**config.mk**
```make
export PLATFORM = sky130hd
export DESIGN_NAME = vx_join_commit
export DESIGN_NICKNAME = d
export VERILOG_FILES = /design/src/rtl/vx_join_commit_pkg.sv /design/src/rtl/vx_join_commit_fifo.sv /design/src/rtl/vx_join_commit.sv
export SDC_FILE = /design/constraint.sdc
export NUM_CORES = 1
export LEC_CHECK = 0
export ABC_AREA = 1
export ABC_CLOCK_PERIOD_IN_PS = 4300
export BUFFER_PORTS_ARGS = -buffer_cell sky130_fd_sc_hd__buf_2
export CORE_ASPECT_RATIO = 2
export CORE_MARGIN = 2
export CORE_UTILIZATION = 55
export DETAILED_ROUTE_END_ITERATION = 8
export PLACE_DENSITY = 0.78
export REMOVE_ABC_BUFFERS = 1
export SYNTH_ARGS = -nofsm -noshare
export SYNTH_HDL_FRONTEND = slang
export SYNTH_SLANG_ARGS = --single-unit
```
**constraint.sdc**
```tcl
create_clock -name i_clk -period 4.3 [get_ports i_clk]
set_clock_uncertainty 0.2 [all_clocks]
set_input_delay 0.86 -clock i_clk [delete_from_list [all_inputs] [get_ports i_clk]]
set_output_delay 0.86 -clock i_clk [all_outputs]
set_load 0.005 [all_outputs]
```
**src/rtl/vx_join_commit_pkg.sv**
```systemverilog
// Shared types for the join-commit stage: join response from the split/join unit
// and the PC/tmask redirect handed to the warp scheduler.
package vx_join_commit_pkg;

  localparam int NUM_WARPS   = 4;
  localparam int NUM_THREADS = 4;
  localparam int XLEN        = 32;
  localparam int NW_WIDTH    = (NUM_WARPS > 1) ? $clog2(NUM_WARPS) : 1;

  typedef logic [NW_WIDTH-1:0] wid_t;

  typedef struct packed {
    logic                   valid;
    logic                   is_dvg;
    logic                   is_else;
    wid_t                   wid;
    logic [NUM_THREADS-1:0] tmask;
    logic [XLEN-1:0]        pc;
  } join_rsp_t;

  typedef struct packed {
    wid_t                   wid;
    logic [XLEN-1:0]        pc;
    logic [NUM_THREADS-1:0] tmask;
  } warp_redir_t;

endpackage

```
**src/rtl/vx_join_commit_fifo.sv**
```systemverilog
// Small synchronous FIFO with async active-high reset; head is presented from
// storage so the consumer sees a stable entry until it pops.
module vx_join_commit_fifo #(
  parameter int DATAW = 8,
  parameter int DEPTH = 4
) (
  input  logic             i_clk,
  input  logic             i_reset,
  input  logic             i_push,
  input  logic             i_pop,
  input  logic [DATAW-1:0] i_data,
  output logic [DATAW-1:0] o_data,
  output logic             o_empty,
  output logic             o_full
);

  localparam int AW = (DEPTH > 1) ? $clog2(DEPTH) : 1;
  localparam int CW = $clog2(DEPTH + 1);

  logic [DATAW-1:0] r_mem [DEPTH];
  logic [AW-1:0]    r_wr_ptr;
  logic [AW-1:0]    r_rd_ptr;
  logic [CW-1:0]    r_count;
  logic             w_do_push;
  logic             w_do_pop;

  function automatic logic [AW-1:0] ptr_inc(input logic [AW-1:0] p);
    return (p == AW'(DEPTH - 1)) ? '0 : p + AW'(1);
  endfunction

  assign o_empty   = (r_count == '0);
  assign o_full    = (r_count == CW'(DEPTH));
  assign w_do_pop  = i_pop & ~o_empty;
  // A pop in the same cycle frees the slot, so a full queue still accepts.
  assign w_do_push = i_push & (~o_full | w_do_pop);
  assign o_data    = r_mem[r_rd_ptr];

  always_ff @(posedge i_clk or posedge i_reset) begin
    if (i_reset) begin
      r_wr_ptr <= '0;
      r_rd_ptr <= '0;
      r_count  <= '0;
    end else begin
      if (w_do_push) r_wr_ptr <= ptr_inc(r_wr_ptr);
      if (w_do_pop)  r_rd_ptr <= ptr_inc(r_rd_ptr);
      case ({w_do_push, w_do_pop})
        2'b10:   r_count <= r_count + CW'(1);
        2'b01:   r_count <= r_count - CW'(1);
        default: r_count <= r_count;
      endcase
    end
  end

  always_ff @(posedge i_clk) begin
    if (w_do_push) r_mem[r_wr_ptr] <= i_data;
  end

endmodule

```
**src/rtl/vx_join_commit.sv**
```systemverilog
// Join-commit stage: applies split/join results to per-warp masks and stall flags,
// and queues else-path PC redirects for the warp scheduler.
module vx_join_commit
  import vx_join_commit_pkg::*;
#(
  parameter int CORE_ID     = 0,
  parameter int THREAD_CNT  = NUM_THREADS,
  parameter int REDIR_DEPTH = NUM_WARPS
) (
  input  logic                            i_clk,
  input  logic                            i_rst_n,
  input  logic                            i_stall_set_valid,
  input  logic [NW_WIDTH-1:0]             i_stall_set_wid,
  input  logic                            i_split_valid,
  input  logic                            i_split_is_dvg,
  input  logic [NW_WIDTH-1:0]             i_split_wid,
  input  logic [THREAD_CNT-1:0]           i_split_then_tmask,
  input  logic                            i_join_valid,
  input  logic                            i_join_is_dvg,
  input  logic                            i_join_is_else,
  input  logic [NW_WIDTH-1:0]             i_join_wid,
  input  logic [THREAD_CNT-1:0]           i_join_tmask,
  input  logic [XLEN-1:0]                 i_join_pc,
  output logic [NUM_WARPS*THREAD_CNT-1:0] o_warp_tmask,
  output logic [NUM_WARPS-1:0]            o_warp_stalled,
  output logic                            o_redir_valid,
  input  logic                            i_redir_ready,
  output logic [NW_WIDTH-1:0]             o_redir_wid,
  output logic [XLEN-1:0]                 o_redir_pc,
  output logic [THREAD_CNT-1:0]           o_redir_tmask
);

  join_rsp_t             w_join;
  warp_redir_t           w_push_data;
  warp_redir_t           w_head;
  logic                  w_push;
  logic                  w_pop;
  logic                  w_empty;
  logic                  w_full;
  logic                  w_join_clear;
  logic [THREAD_CNT-1:0] r_tmask [NUM_WARPS];
  logic [THREAD_CNT-1:0] w_tmask_n [NUM_WARPS];
  logic [NUM_WARPS-1:0]  r_stalled;
  logic [NUM_WARPS-1:0]  w_stalled_n;

  assign w_join = '{valid: i_join_valid, is_dvg: i_join_is_dvg, is_else: i_join_is_else,
                    wid: i_join_wid, tmask: i_join_tmask, pc: i_join_pc};

  assign w_push       = w_join.valid & w_join.is_dvg & w_join.is_else;
  assign w_join_clear = w_join.valid & ~(w_join.is_dvg & w_join.is_else);
  assign w_pop        = ~w_empty & i_redir_ready;
  assign w_push_data  = '{wid: w_join.wid, pc: w_join.pc, tmask: w_join.tmask};

  vx_join_commit_fifo #(
    .DATAW ($bits(warp_redir_t)),
    .DEPTH (REDIR_DEPTH)
  ) u_redir_q (
    .i_clk   (i_clk),
    .i_reset (~i_rst_n),
    .i_push  (w_push),
    .i_pop   (w_pop),
    .i_data  (w_push_data),
    .o_data  (w_head),
    .o_empty (w_empty),
    .o_full  (w_full)
  );

  // Join is applied last so it overrides a same-warp split; clears override stall_set.
  always_comb begin
    w_tmask_n   = r_tmask;
    w_stalled_n = r_stalled;
    for (int w = 0; w < NUM_WARPS; w++) begin
      if (i_split_valid && i_split_is_dvg && i_split_wid == wid_t'(w))
        w_tmask_n[w] = i_split_then_tmask;
      if (i_stall_set_valid && i_stall_set_wid == wid_t'(w))
        w_stalled_n[w] = 1'b1;
      if (w_pop && w_head.wid == wid_t'(w))
        w_stalled_n[w] = 1'b0;
      if (w_join.valid && w_join.wid == wid_t'(w)) begin
        if (w_join.is_dvg) w_tmask_n[w] = w_join.tmask;
        if (w_join_clear)  w_stalled_n[w] = 1'b0;
      end
    end
  end

  always_ff @(posedge i_clk or negedge i_rst_n) begin
    if (!i_rst_n) begin
      for (int w = 0; w < NUM_WARPS; w++)
        r_tmask[w] <= (w == 0) ? THREAD_CNT'(1) : '0;
      r_stalled <= '0;
    end else begin
      r_tmask   <= w_tmask_n;
      r_stalled <= w_stalled_n;
    end
  end

  always_comb begin
    o_warp_tmask = '0;
    for (int w = 0; w < NUM_WARPS; w++)
      o_warp_tmask[w*THREAD_CNT +: THREAD_CNT] = r_tmask[w];
  end

  assign o_warp_stalled = r_stalled;
  assign o_redir_valid  = ~w_empty;
  assign o_redir_wid    = w_head.wid;
  assign o_redir_pc     = w_head.pc;
  assign o_redir_tmask  = w_head.tmask;

`ifndef SYNTHESIS
  always_ff @(posedge i_clk) begin
    if (i_rst_n) begin
      assert (!(w_push && w_full && !w_pop))
        else $warning("core%0d: redirect queue full, warp %0d redirect dropped", CORE_ID, w_join.wid);
      assert (!(w_join.valid && i_split_valid && i_split_is_dvg && i_split_wid == w_join.wid))
        else $warning("core%0d: join and split on warp %0d in one cycle, join applied", CORE_ID, w_join.wid);
      assert (!(w_join_clear && i_stall_set_valid && i_stall_set_wid == w_join.wid))
        else $warning("core%0d: stall_set and join clear on warp %0d in one cycle, clear applied", CORE_ID, w_join.wid);
    end
  end
`endif

endmodule

```
* Yosys cells after proc, flatten, opt, wreduce, memory -nomap -nowiden *
Memories as Yosys holds them, arrays and structs flattened.
Cells that the tools add are included.

word-level totals
  register bits = 27
  latch bits = 0
  memory bits (writable) = 152
  bits in read-only memories = 0
  memories kept = 1

memories
  name             depth  bits a word  read ports  clocked after memory_dff  wr ports  RTL line                   source
  u_redir_q.r_mem  4      38           1           0                         1         vx_join_commit_fifo.sv:20  logic [DATAW-1:0] r_mem [DEPTH];

operators by class
  add/subtract/negate cells = 4
  multipliers = 0
  div/mod/pow operators = 0
  order comparisons = 0
  equal/unequal tests = 17
  shift operators = 0
  muxes and demuxes = 33
  bitwise logic cells = 11
  reductions and logical operators = 23

operators by type and width
  operator                                                                count
  4-bit 2-to-1 mux                                                        12
  2-bit equality test (second input constant)                             11
  1-bit 2-to-1 mux                                                        18
  1-bit logical AND                                                       17
  2-bit by 1-bit equality test with 1-bit output (second input constant)  5
  2-bit logical NOT                                                       4
  1-bit AND                                                               7
  3-bit case mux with 2 select lines                                      1
  2-bit by 1-bit adder with 2-bit output (second input constant)          2
  2-bit 2-to-1 mux                                                        2
  3-bit by 1-bit adder with 3-bit output (second input constant)          1
  3-bit equality test (second input constant)                             1
  3-bit logical NOT                                                       1
  1-bit inverter                                                          3
  3-bit by 1-bit subtractor with 3-bit output (second input constant)     1
  2-bit nonzero test                                                      1
  1-bit bitwise OR                                                        1

* Logic depth before layout (Yosys ltp) *
Gate-level depths: netlist of the first run.

  depth in word-level cells = 8
  gate-level depth with buffers = 10

* Cells and area by module *
Synthesis of the first run repeated with hierarchy kept, for this count alone.

second synthesis, totals
  cells, all modules = 611
  area total of the unflattened synthesis = 7319.5 um^2

modules (own cells, without submodules)
  module               instances  cells each  area an instance (um^2)
  vx_join_commit_fifo  1          428         6095.8
  vx_join_commit       1          183         1223.7

* Worst setup path before layout of the first run *
OpenSTA, ideal clock, no wires.

  path kind = input to register
  start point = input port i_join_is_dvg
  end point = memory u_redir_q.r_mem[0][0] in the netlist's numbering, enable pin
  data arrival time = 2.924 ns
  required time = 3.667 ns
  slack = 0.742 ns
  cell stages on the path = 5
  cell sequence = buf_4 > nand2_1 > inv_1 > nand3_2 > nor2_1

between the ends
  word-level cells in the longest chain between the ends = 5

ends and longest elaborated chain
  element                                 RTL line                   source
  start: declaration                      vx_join_commit.sv:19       input logic i_join_is_dvg,
  1-bit AND (2 in a row)                  vx_join_commit.sv:49       assign w_push = w_join.valid & w_join.is_dvg & w_join.is_else;
  1-bit AND                               vx_join_commit_fifo.sv:35  assign w_do_push = i_push & (~o_full | w_do_pop);
  1-bit 2-to-1 mux                        vx_join_commit_fifo.sv:55  if (w_do_push) r_mem[r_wr_ptr] <= i_data;
  1-bit 2-to-1 mux (implied by the code)  vx_join_commit_fifo.sv:55
  end: declaration                        vx_join_commit_fifo.sv:20

Every way passes these cells.

* Worst setup path in the final report of the first run *
  start point = register u_redir_q.r_rd_ptr[0]
  end point = output port o_redir_pc[4]

between the ends
  word-level cells in the longest chain between the ends = 1

ends and longest elaborated chain
  element                   RTL line                   source
  start: declaration        vx_join_commit_fifo.sv:22  logic [AW-1:0] r_rd_ptr;
  start signal: assignment  vx_join_commit_fifo.sv:45  if (w_do_pop) r_rd_ptr <= ptr_inc(r_rd_ptr);
  memory read 4 x 38 bit    --
  end: declaration          vx_join_commit.sv:29       output logic [XLEN-1:0] o_redir_pc,

Every way passes these cells.

==> results of run 1 <==
[power groups by stage]
stage	combinational [W]	sequential, W	clock (W)
floorplan	0.000793	0.00223	0
global placement	0.00150	0.00215	0
detailed placement	0.00157	0.00216	0
CTS	0.00157	0.00212	0.00154
global route	0.00175	0.00213	0.00160
finish	0.00156	0.00212	0.00151
[per-stage QoR]
| stage | instances | hold WS (ps) | cell area, um2 |
|---|---|---|---|
| 2_1_floorplan | 567 | 268.4 | 7088 |
| 3_3_place_gp | 839 | 286.7 | 7928 |
| 3_5_place_dp | 839 | 294.9 | 7928 |
| 4_1_cts | 871 | 256.8 | 8522 |
| 5_1_grt | 871 | 298.5 | 8522 |
| 6_report | 871 | 250.4 | 8522 |
[layout by cell type, fill, tap and decap left out, types with 17 or more instances in the layout]
cell / n
dfrtp_1: 25
o21ai_0: 54
nand2_1: 68
nor2_1: 80
clkbuf_16: 17
o22ai_1: 37
edfxtp_1: 152
inv_1: 42
buf_2: 113
nand3_1: 31
o21ai_1: 41
[state kept, by name (all words and copies together) (netlist names)]
| name | count |
|---|---|
| o_warp_tmask | 16 |
| u_redir_q.r_count | 3 |
| u_redir_q.r_wr_ptr | 2 |
| u_redir_q.r_mem | 152 |
| u_redir_q.r_rd_ptr | 2 |
| o_warp_stalled | 4 |
[critical path: cells and delay by family, from the launching register on]
kind            cells  cell delay (ps)
buf+inv             3             1190
flops               1              410
compound gates      2              290
[how the worst max path moves through the flow]
stage	depth (start not counted)	from	endpoint	slack, ps
after floorplan	3	u_redir_q.r_rd_ptr[0]	o_redir_pc[18]	710
after global placement	6	i_join_is_dvg	u_redir_q.r_mem[1][35]	1350
after detailed placement	6	i_join_is_dvg	u_redir_q.r_mem[1][28]	1300
after CTS	5	u_redir_q.r_rd_ptr[0]	o_redir_pc[4]	890
after global routing	5	u_redir_q.r_rd_ptr[0]	o_redir_pc[4]	730
final	5	u_redir_q.r_rd_ptr[0]	o_redir_pc[4]	920
[layout make-up]
type | count | area [um2]
Tap cell | 152 | 190.2
Inverter | 47 | 176.4
Clock buffer | 17 | 425.4
Sequential cell | 179 | 5243
Clock inverter | 15 | 168.9
Timing Repair Buffer | 120 | 618.1
Fill cell | 896 | 4397
Multi-Input combinational cell | 341 | 1700
[layer usage]
layer | global-route usage, % | routed length (um) | vias to the layer above
met3 | 5.055 | 885 | 39
met4 | 12.01 | 592 | 0
met1 | 24.31 | 5708 | 2379
li1 | - | - | 2340
met2 | 41.64 | 8836 | 200
met5 | 0 | 0 | -
[logic make-up after synthesis]
| kind of cell | Yosys count |
|---|---|
| adders and majority gates | 7 |
| DFF | 179 |
| AOI/OAI and AO/OA | 138 |
| buffers and inverters | 73 |
| and+or+nand+nor | 194 |
| xor gates and xnor gates | 2 |
==> metrics.txt, run 1 <==
clock share of power 29.1%; fin nets 768; FF-to-FF Start u_redir_q.r_count[1]; async set-or-reset flop fraction in the synthesized netlist 15.08%; 1st-iter DRT viols 366; count of pins over their slew limit 0; Starting Density a little under three fifths; Reg2Reg Depth 9; Design Power ~0.0052 W; Reg2Reg Setup Slack 1910 ps; Resized Gates After CTS 0; Ports 114; DR vias 4,958; CTS tree yes; NetSw 0.001758 W; dpl hpwl 10,560 um; I/O Buffers around 110; GRT Total Usage 23.02%; Initial DRT Pass Iterations 5; Sw Ratio 33.81%; Setup WS post-layout 918.3 ps; top cells by count, synth edfxtp_1 (152), nor2_1 (84), nand2_1 (68); Logic pwr share 30.0%; Setup Fix Bufs, Post-CTS 0; Power per Cell Area 610.2 nW/um2; Setup TNS Final 0 ps; Yosys top cell area share 62.89%; Synth Register Bits 179; clk_lat worst skew 430 ps; Final Util 65.97%; Yosys cell types 29; multiplexer share of the synthesized area 0%; capture point of the worst reg-to-reg path u_redir_q.r_count[2]; core area 12,920 um2; number of synthesized flops with an enable pin ~150; Synth warnings 0; initial antenna violation count 0; CP endpoint kind primary output; GP Congestion 0.9082; Most used DFF post-synth edfxtp_1; Post-Synthesis Cells 593; final hold viol count 0; peak supply drop 0.4069 mV; Post-Synth Adder-Cell Area 1.310%; H-tree levels 4; CP max FO 48; Final Cycle Share 78.64%; final setup vio count 0; clock root cell clkbuf_16; worst path required time roughly 3200 ps; CTS Sinks 179; TritonCTS buffer count 17; Seq/Total Area, Yosys 72.21%; Slowest-stage cell, CP inv_2; routed length per instance 18.40 um; top cells by area, synth edfxtp_1 (63%), dfrtp_1 (9.0%), nor2_1 (4.3%); HP Class in -> async; critical path launch point type flop; chip height 166.5 um; CP arrival 2320 ps; Flop pwr share 40.8%; Via density 5.692; Mapped Avg Cell Area around 12 um2; Slew @ Worst Pin around 800 ps; count leader, synth edfxtp_1; Residual DRC 0; global-route wire length before repair 24,930 um; Cell Chain, Critical Path inv_2 > buf_4 > o21ai_1 > o22ai_1 > buf_2; Die Footprint 14,190 um2; Area growth, synth to finish 17.41%; hold_buf cts 0; grt ovf 0; vias in the first global route 5,129; Cell Area, Synth 7258 um2; xor/xnor cell area share of the yosys netlist less than 1%; Synth Area in Compound Gates 10.24%; Max-slew headroom 45.33%; Worst-path clk slew ~70 ps; fmax 295.7 MHz; DP Worst Slack 1296 ps; Die Width 85.23 um; largest net degree at the start of global routing 79; max cap viols 0; internal power 0.003442 W; layout cells sized above 1 23.50%; Max clock buf depth 2; area share of and/or/nand/nor cells after synthesis 11.22%; status finished, final reports clean; Synth area leader edfxtp_1; main combinational cell family by area after synthesis simple AND/OR/NAND/NOR gates; leakage power around 3.4 nW; RSZ-0062 raised after global routing no; row cnt 59; Crit Path Category reg -> out; Total Wirelength 16,020 um; fin crit period 3382 ps; CP peak stage delay 600 ps; Post-DRT Antenna Nets 0; # diodes 0
(Power assumes the default switching activity.)
==> run 2: changes to the inputs <==
--- a/config.mk
+++ b/config.mk
@@ -6,13 +6,13 @@
 export NUM_CORES = 1
 export LEC_CHECK = 0
 export ABC_AREA = 1
-export ABC_CLOCK_PERIOD_IN_PS = 4300
+export ABC_CLOCK_PERIOD_IN_PS = 2820
 export BUFFER_PORTS_ARGS = -buffer_cell sky130_fd_sc_hd__buf_2
 export CORE_ASPECT_RATIO = 2
 export CORE_MARGIN = 2
-export CORE_UTILIZATION = 55
+export CORE_UTILIZATION = 51
 export DETAILED_ROUTE_END_ITERATION = 8
-export PLACE_DENSITY = 0.78
+export PLACE_DENSITY = 0.76
 export REMOVE_ABC_BUFFERS = 1
 export SYNTH_ARGS = -nofsm -noshare
 export SYNTH_HDL_FRONTEND = slang
==> constraint.sdc (replaced) <==
create_clock -name i_clk -period 2.82 [get_ports i_clk]
set_clock_uncertainty 0.2 [all_clocks]
set_input_delay 0.564 -clock i_clk [delete_from_list [all_inputs] [get_ports i_clk]]
set_output_delay 0.564 -clock i_clk [all_outputs]
set_load 0.005 [all_outputs]
==> metrics.txt, run 2 (synthesis gave the netlist of run 1 again) <==
Max-slew headroom 57.70% (was 45.33%); dpl hpwl 10,660 um (was 10,560 um); DR vias 4,999 (was 4,958); Final Cycle Share 91.68%; FF-to-FF Start u_redir_q.r_count[0] (was u_redir_q.r_count[1]); Slowest-stage cell, CP buf_4 (was inv_2); Finished Cell Area 8648 um2 (was 8522 um2); global-route wire length before repair 24,740 um (was 24,930 um); largest net degree at the start of global routing 49 (was 79); HP Class in -> reg (was in -> async); clock root cell clkbuf_16 (unchanged); CP max FO 41 (was 48); peak supply drop 0.5076 mV (was 0.4069 mV); Setup Fix Bufs, Post-CTS 0 (unchanged); Slew @ Worst Pin 634.5 ps (was 818.9 ps); max cap viols 0 (unchanged); Crit Path Category reg -> out (unchanged); Reg2Reg Depth 10 (was 9); Power per Cell Area 914.9 nW/um2 (was 610.2 nW/um2); worst path required time 2060 ps (was 3240 ps); count of pins over their slew limit 0 (unchanged); fmax 386.8 MHz; vias in the first global route 5,134 (was 5,129); Total Wirelength 15,770 um (was 16,020 um); I/O Buffers 113 (unchanged); Top reg by flops u_redir_q.r_mem (unchanged); CP arrival 1820 ps (was 2320 ps); clk_lat worst skew 420 ps (was 430 ps); GP Congestion 0.9161 (was 0.9082); placed inst area 8069 um2 (was 7928 um2); Starting Density 52.25% (was 56.18%); core area 13,890 um2 (was 12,920 um2); Reg2Reg Setup Slack 660 ps (was 1910 ps); leakage power 3.389 nW (was 3.350 nW); Initial DRT Pass Iterations 5 (unchanged); Via density 5.451 (was 5.692); 1st-iter DRT viols 431 (was 366); Post-DRT Antenna Nets 0 (unchanged); min-delay src i_join_pc[16]; layout cells sized above 1 24.10% (was 23.50%); capture point of the worst reg-to-reg path u_redir_q.r_count[2] (unchanged); Hold Crit Endpoint u_redir_q.r_mem[0][20]; Worst-path clk slew 70 ps (about the same); row cnt 61 (was 59); worst hold margin 160.7 ps (was 250.4 ps); critical path launch point type flop (unchanged); TritonCTS buffer count 17 (unchanged); initial antenna violation count 2 (was 0); DP Worst Slack 442.2 ps (was 1296 ps); CTS tree yes (unchanged); Setup WS post-layout 234.7 ps (was 918.3 ps); CP endpoint kind primary output (unchanged); Die Footprint 15,260 um2 (was 14,190 um2); Hold Path Cell Cnt 1; Area growth, synth to finish 19.15% (was 17.41%); fin nets 775 (was 768); RSZ-0062 raised after global routing no (unchanged); final hold viol count 0 (unchanged); H-tree levels 4 (unchanged); GRT Total Usage 21.46% (was 23.02%); status finished, final reports clean (unchanged); Cell Chain, Critical Path buf_4 > o21ai_0 > o22ai_1 > buf_2 (was inv_2 > buf_4 > o21ai_1 > o22ai_1 > buf_2); Max clock buf depth 2 (unchanged); most common cell after layout, fill and taps aside edfxtp_1 (unchanged); fin crit period 2585 ps; commonest non-fill, non-tap cells in the layout edfxtp_1 (152), buf_2 (113), nor2_1 (80) (unchanged); chip height 172.7 um (was 166.5 um); Ports 114 (unchanged); final setup vio count 0 (unchanged); CP peak stage delay 390 ps (was 600 ps); max reg flops 152 (unchanged); Residual DRC 0 (unchanged); Die Width 88.36 um (was 85.23 um); CTS Sinks 179 (unchanged); routed length per instance 17.20 um (was 18.40 um); grt ovf 0 (unchanged); Design Power 0.007912 W (was 0.005200 W)
-- run 2: where the power goes --
group	switching, W	internal (W)	total, W
Combinational	0.00153	0.000930	0.00246
Clock	0.00104	0.00117	0.00221
Sequential	0.000111	0.00313	0.00324
-- run 2: repair_timing --
item                       in CTS  in global routing
hold endpoints to repair       26                  0
resized for setup               0                  0
hold buffers                    1                  0
setup endpoints to repair       0                  0
-- run 2: how the worst max path moves through the flow --
stage	endpoint	start	depth (start not counted)
final	o_redir_pc[29]	u_redir_q.r_rd_ptr[1]	4
after global placement	u_redir_q.r_count[2]	i_join_is_dvg	10
after global routing	o_redir_tmask[0]	u_redir_q.r_rd_ptr[1]	4
after floorplan	o_redir_pc[18]	u_redir_q.r_rd_ptr[0]	3
after CTS	o_redir_pc[29]	u_redir_q.r_rd_ptr[1]	4
after detailed placement	u_redir_q.r_count[2]	i_join_is_dvg	10
-- run 2: final cells by class --
cell class,count,area [um2]
diodes,2,5.005
clock buffers,17,425.4
clock inverters,15,138.9
fillers,1073,5243
inverters,47,176.4
multi-input cells,341,1700
flip-flops and latches,179,5243
well taps,189,236.5
repair buffers,127,723.2
-- run 2: metal layers --
metal,vias up,routed length [um],track usage [%]
met5,-,0,0
met4,0,529,11.30
met3,32,784,3.771
met2,208,8858,38.16
met1,2400,5600,23.47
li1,2359,-,-
-- run 2: critical path: cells and delay by family, from the launching register on --
| kind | cells | cell delay [ps] |
|---|---|---|
| buffers and inverters | 2 | 570 |
| flip-flops | 1 | 360 |
| AO/OA/AOI/OAI | 2 | 470 |
-- run 2: stage by stage --
stage                     instances  TNS [ps]  util [%]
after floorplan                 567    -64360         -
after global placement          882         0     58.09
after detailed placement        882         0     58.09
after CTS                       915         0     62.22
after global routing            917         0     62.26
final                           917         0     62.26
==> run 3: changes to the inputs <==
--- a/config.mk
+++ b/config.mk
@@ -8,11 +8,13 @@
 export ABC_AREA = 1
 export ABC_CLOCK_PERIOD_IN_PS = 2820
 export BUFFER_PORTS_ARGS = -buffer_cell sky130_fd_sc_hd__buf_2
+export CELL_PAD_IN_SITES_DETAIL_PLACEMENT = 1
+export CELL_PAD_IN_SITES_GLOBAL_PLACEMENT = 1
 export CORE_ASPECT_RATIO = 2
 export CORE_MARGIN = 2
-export CORE_UTILIZATION = 51
+export CORE_UTILIZATION = 41
 export DETAILED_ROUTE_END_ITERATION = 8
-export PLACE_DENSITY = 0.76
+export PLACE_DENSITY_LB_ADDON = 0.1
 export REMOVE_ABC_BUFFERS = 1
 export SYNTH_ARGS = -nofsm -noshare
 export SYNTH_HDL_FRONTEND = slang
==> metrics.txt, run 3 (synthesis gave the netlist of run 1 again) <==
worst hold margin 158.7 ps (was 160.7 ps); Layout fillers 1,875 (was 1,073); Residual DRC 0 (unchanged); chip height 192.2 um (was 172.7 um); 1st-iter DRT viols 146 (was 431); global-route wire length before repair 27,830 um (was 24,740 um); CTS Sinks 179 (unchanged); dpl hpwl 11,750 um (was 10,660 um); commonest non-fill, non-tap cells in the layout edfxtp_1 (152), buf_2 (113), nor2_1 (80) (unchanged); Slew @ Worst Pin 663.5 ps (was 634.5 ps); CP peak stage delay 450 ps (was 390 ps); DR vias 4,963 (was 4,999); internal power 0.005273 W (was 0.005226 W); fmax 376.0 MHz (was 386.8 MHz); Top reg by flops u_redir_q.r_mem (unchanged); core area 17,270 um2 (was 13,890 um2); Worst Setup SP u_redir_q.r_rd_ptr[0] (was u_redir_q.r_rd_ptr[1]); Flop pwr share 41.0% (was 40.9%); final hold viol count 0 (unchanged); Die Footprint 18,850 um2 (was 15,260 um2); leakage power 3.382 nW (was 3.389 nW); fin crit period 2660 ps (was 2585 ps); final setup vio count 0 (unchanged); placed inst area 8093 um2 (was 8069 um2); worst path required time 2060 ps (about the same); NetSw 0.002646 W (was 0.002686 W); Ports 114 (unchanged); Starting Density 42.02% (was 52.25%); final std cells w/o fill 934 (was 917); clock root cell clkbuf_16 (unchanged); critical path launch point type flop (unchanged); HP Class in -> reg (unchanged); Cell Chain, Critical Path inv_2 > buf_4 > o21ai_0 > o22ai_1 > buf_2 (was buf_4 > o21ai_0 > o22ai_1 > buf_2); Power per Cell Area 914.4 nW/um2 (was 914.9 nW/um2); Multi-input gate area 1700 um2 (unchanged); min-delay src i_join_pc[16] (unchanged); status finished, final reports clean (unchanged); Placed Cells 901 (was 882); H-tree levels 4 (unchanged); Post-DRT Antenna Nets 0 (unchanged); CP max FO 38 (was 41); I/O Buffers 113 (unchanged); Logic pwr share 31.2% (was 31.1%); max reg flops 152 (unchanged); grt ovf 0 (unchanged); CP endpoint kind primary output (unchanged); delay-heaviest family, CP buffers and inverters (unchanged); Final Cycle Share 94.32% (was 91.68%); peak supply drop 0.5188 mV (was 0.5076 mV); Total Wirelength 17,950 um (was 15,770 um); Initial DRT Pass Iterations 4 (was 5); Die Width 98.08 um (was 88.36 um); GRT Total Usage 19.59% (was 21.46%); largest net degree at the start of global routing 79 (was 49); GP Congestion 0.8561 (was 0.9161); max cap viols 0 (unchanged); TritonCTS buffer count 17 (unchanged); Reg area 5243 um2 (unchanged); CP arrival 1900 ps (was 1820 ps); Worst-path clk slew 60 ps (was 70 ps); row cnt 68 (was 61); Crit Path Category reg -> out (unchanged); Slowest-stage cell, CP dfrtp_2 (was buf_4); RSZ-0062 raised after global routing no (unchanged); count of pins over their slew limit 0 (unchanged); buffers and inverters on the worst path 3 (was 2); most common cell after layout, fill and taps aside edfxtp_1 (unchanged); Sw Ratio 33.41% (was 33.95%); fin nets 773 (was 775); routed length per instance 19.21 um (was 17.20 um); Max-slew headroom 55.77% (was 57.70%); Max clock buf depth 2 (unchanged); Area growth, synth to finish 19.32% (was 19.15%); initial antenna violation count 3 (was 2); Via density 5.314 (was 5.451); # diodes 0 (was 2); layout cells sized above 1 23.62% (was 24.10%); vias in the first global route 5,330 (was 5,134); Finished Cell Area 8661 um2 (was 8648 um2); CTS tree yes (unchanged); FF-to-FF Start u_redir_q.r_count[1] (was u_redir_q.r_count[0]); clk_lat worst skew 420 ps (about the same); clock share of power 27.8% (was 28.0%)
run 3: cell count changes in the layout (fill, tap and decap cells not counted), sizes merged:
cell,before,now
clkinvlp,2,0
clkbuf,17,22
buf,126,124
inv,56,49
clkinv,4,8
diode,2,0
run 3: timing repair:
item                                    in CTS  in global routing
resized for setup                            0                  1
hold buffers                                 1                  0
endpoints found under the setup margin       0                  1
hold endpoints to repair                    26                  0
setup buffers                                0                  0
run 3: worst paths after layout:
kind / end / slack (ps) / depth (start not counted)
worst min register to register: u_redir_q.r_count[0] / 300 / 1
min in group asynchronous: o_warp_tmask[5] / 500 / 2
worst max register to register: u_redir_q.r_count[2] / 670 / 10
worst min-delay path: u_redir_q.r_mem[0][20] / 160 / 1
max in group asynchronous: u_redir_q.r_rd_ptr[0] / 1440 / 2
worst max-delay path: o_redir_pc[18] / 160 / 5
run 3: power by group through the flow:
stage               clock network (W)  registers, W  logic, W
floorplan                           0       0.00341   0.00121
global placement                    0       0.00329   0.00247
detailed placement                  0       0.00330   0.00253
CTS                           0.00225       0.00325   0.00255
global route                  0.00236       0.00327   0.00280
finish                        0.00220       0.00325   0.00247
run 3: stage by stage:
step	TNS, ps	total power [W]	worst slack (ps)	util (%)
floorplan	-64360	0.004615	-473.3	-
global placement	0	0.005758	388.0	46.86
detailed placement	0	0.005836	436.2	46.86
CTS	0	0.008051	21.67	50.14
global route	0	0.008436	21.87	50.14
finish	0	0.007919	160.1	50.14
run 3: layout make-up:
| class | instances | area share (%) |
|---|---|---|
| sequential | 179 | 60.53 |
| multi-input combinational | 341 | 19.63 |
| timing repair buffer | 125 | 8.321 |
| clock buffer | 22 | 5.605 |
| tap | 210 | 3.034 |
| inverter | 47 | 2.051 |
| clock inverter | 10 | 0.8235 |
run 3: routing by layer:
metal	routed length, um	global-route usage, %
met1	6474	19.88
met2	10460	38.54
met3	669	4.185
met4	311	6.944
met5	27	0
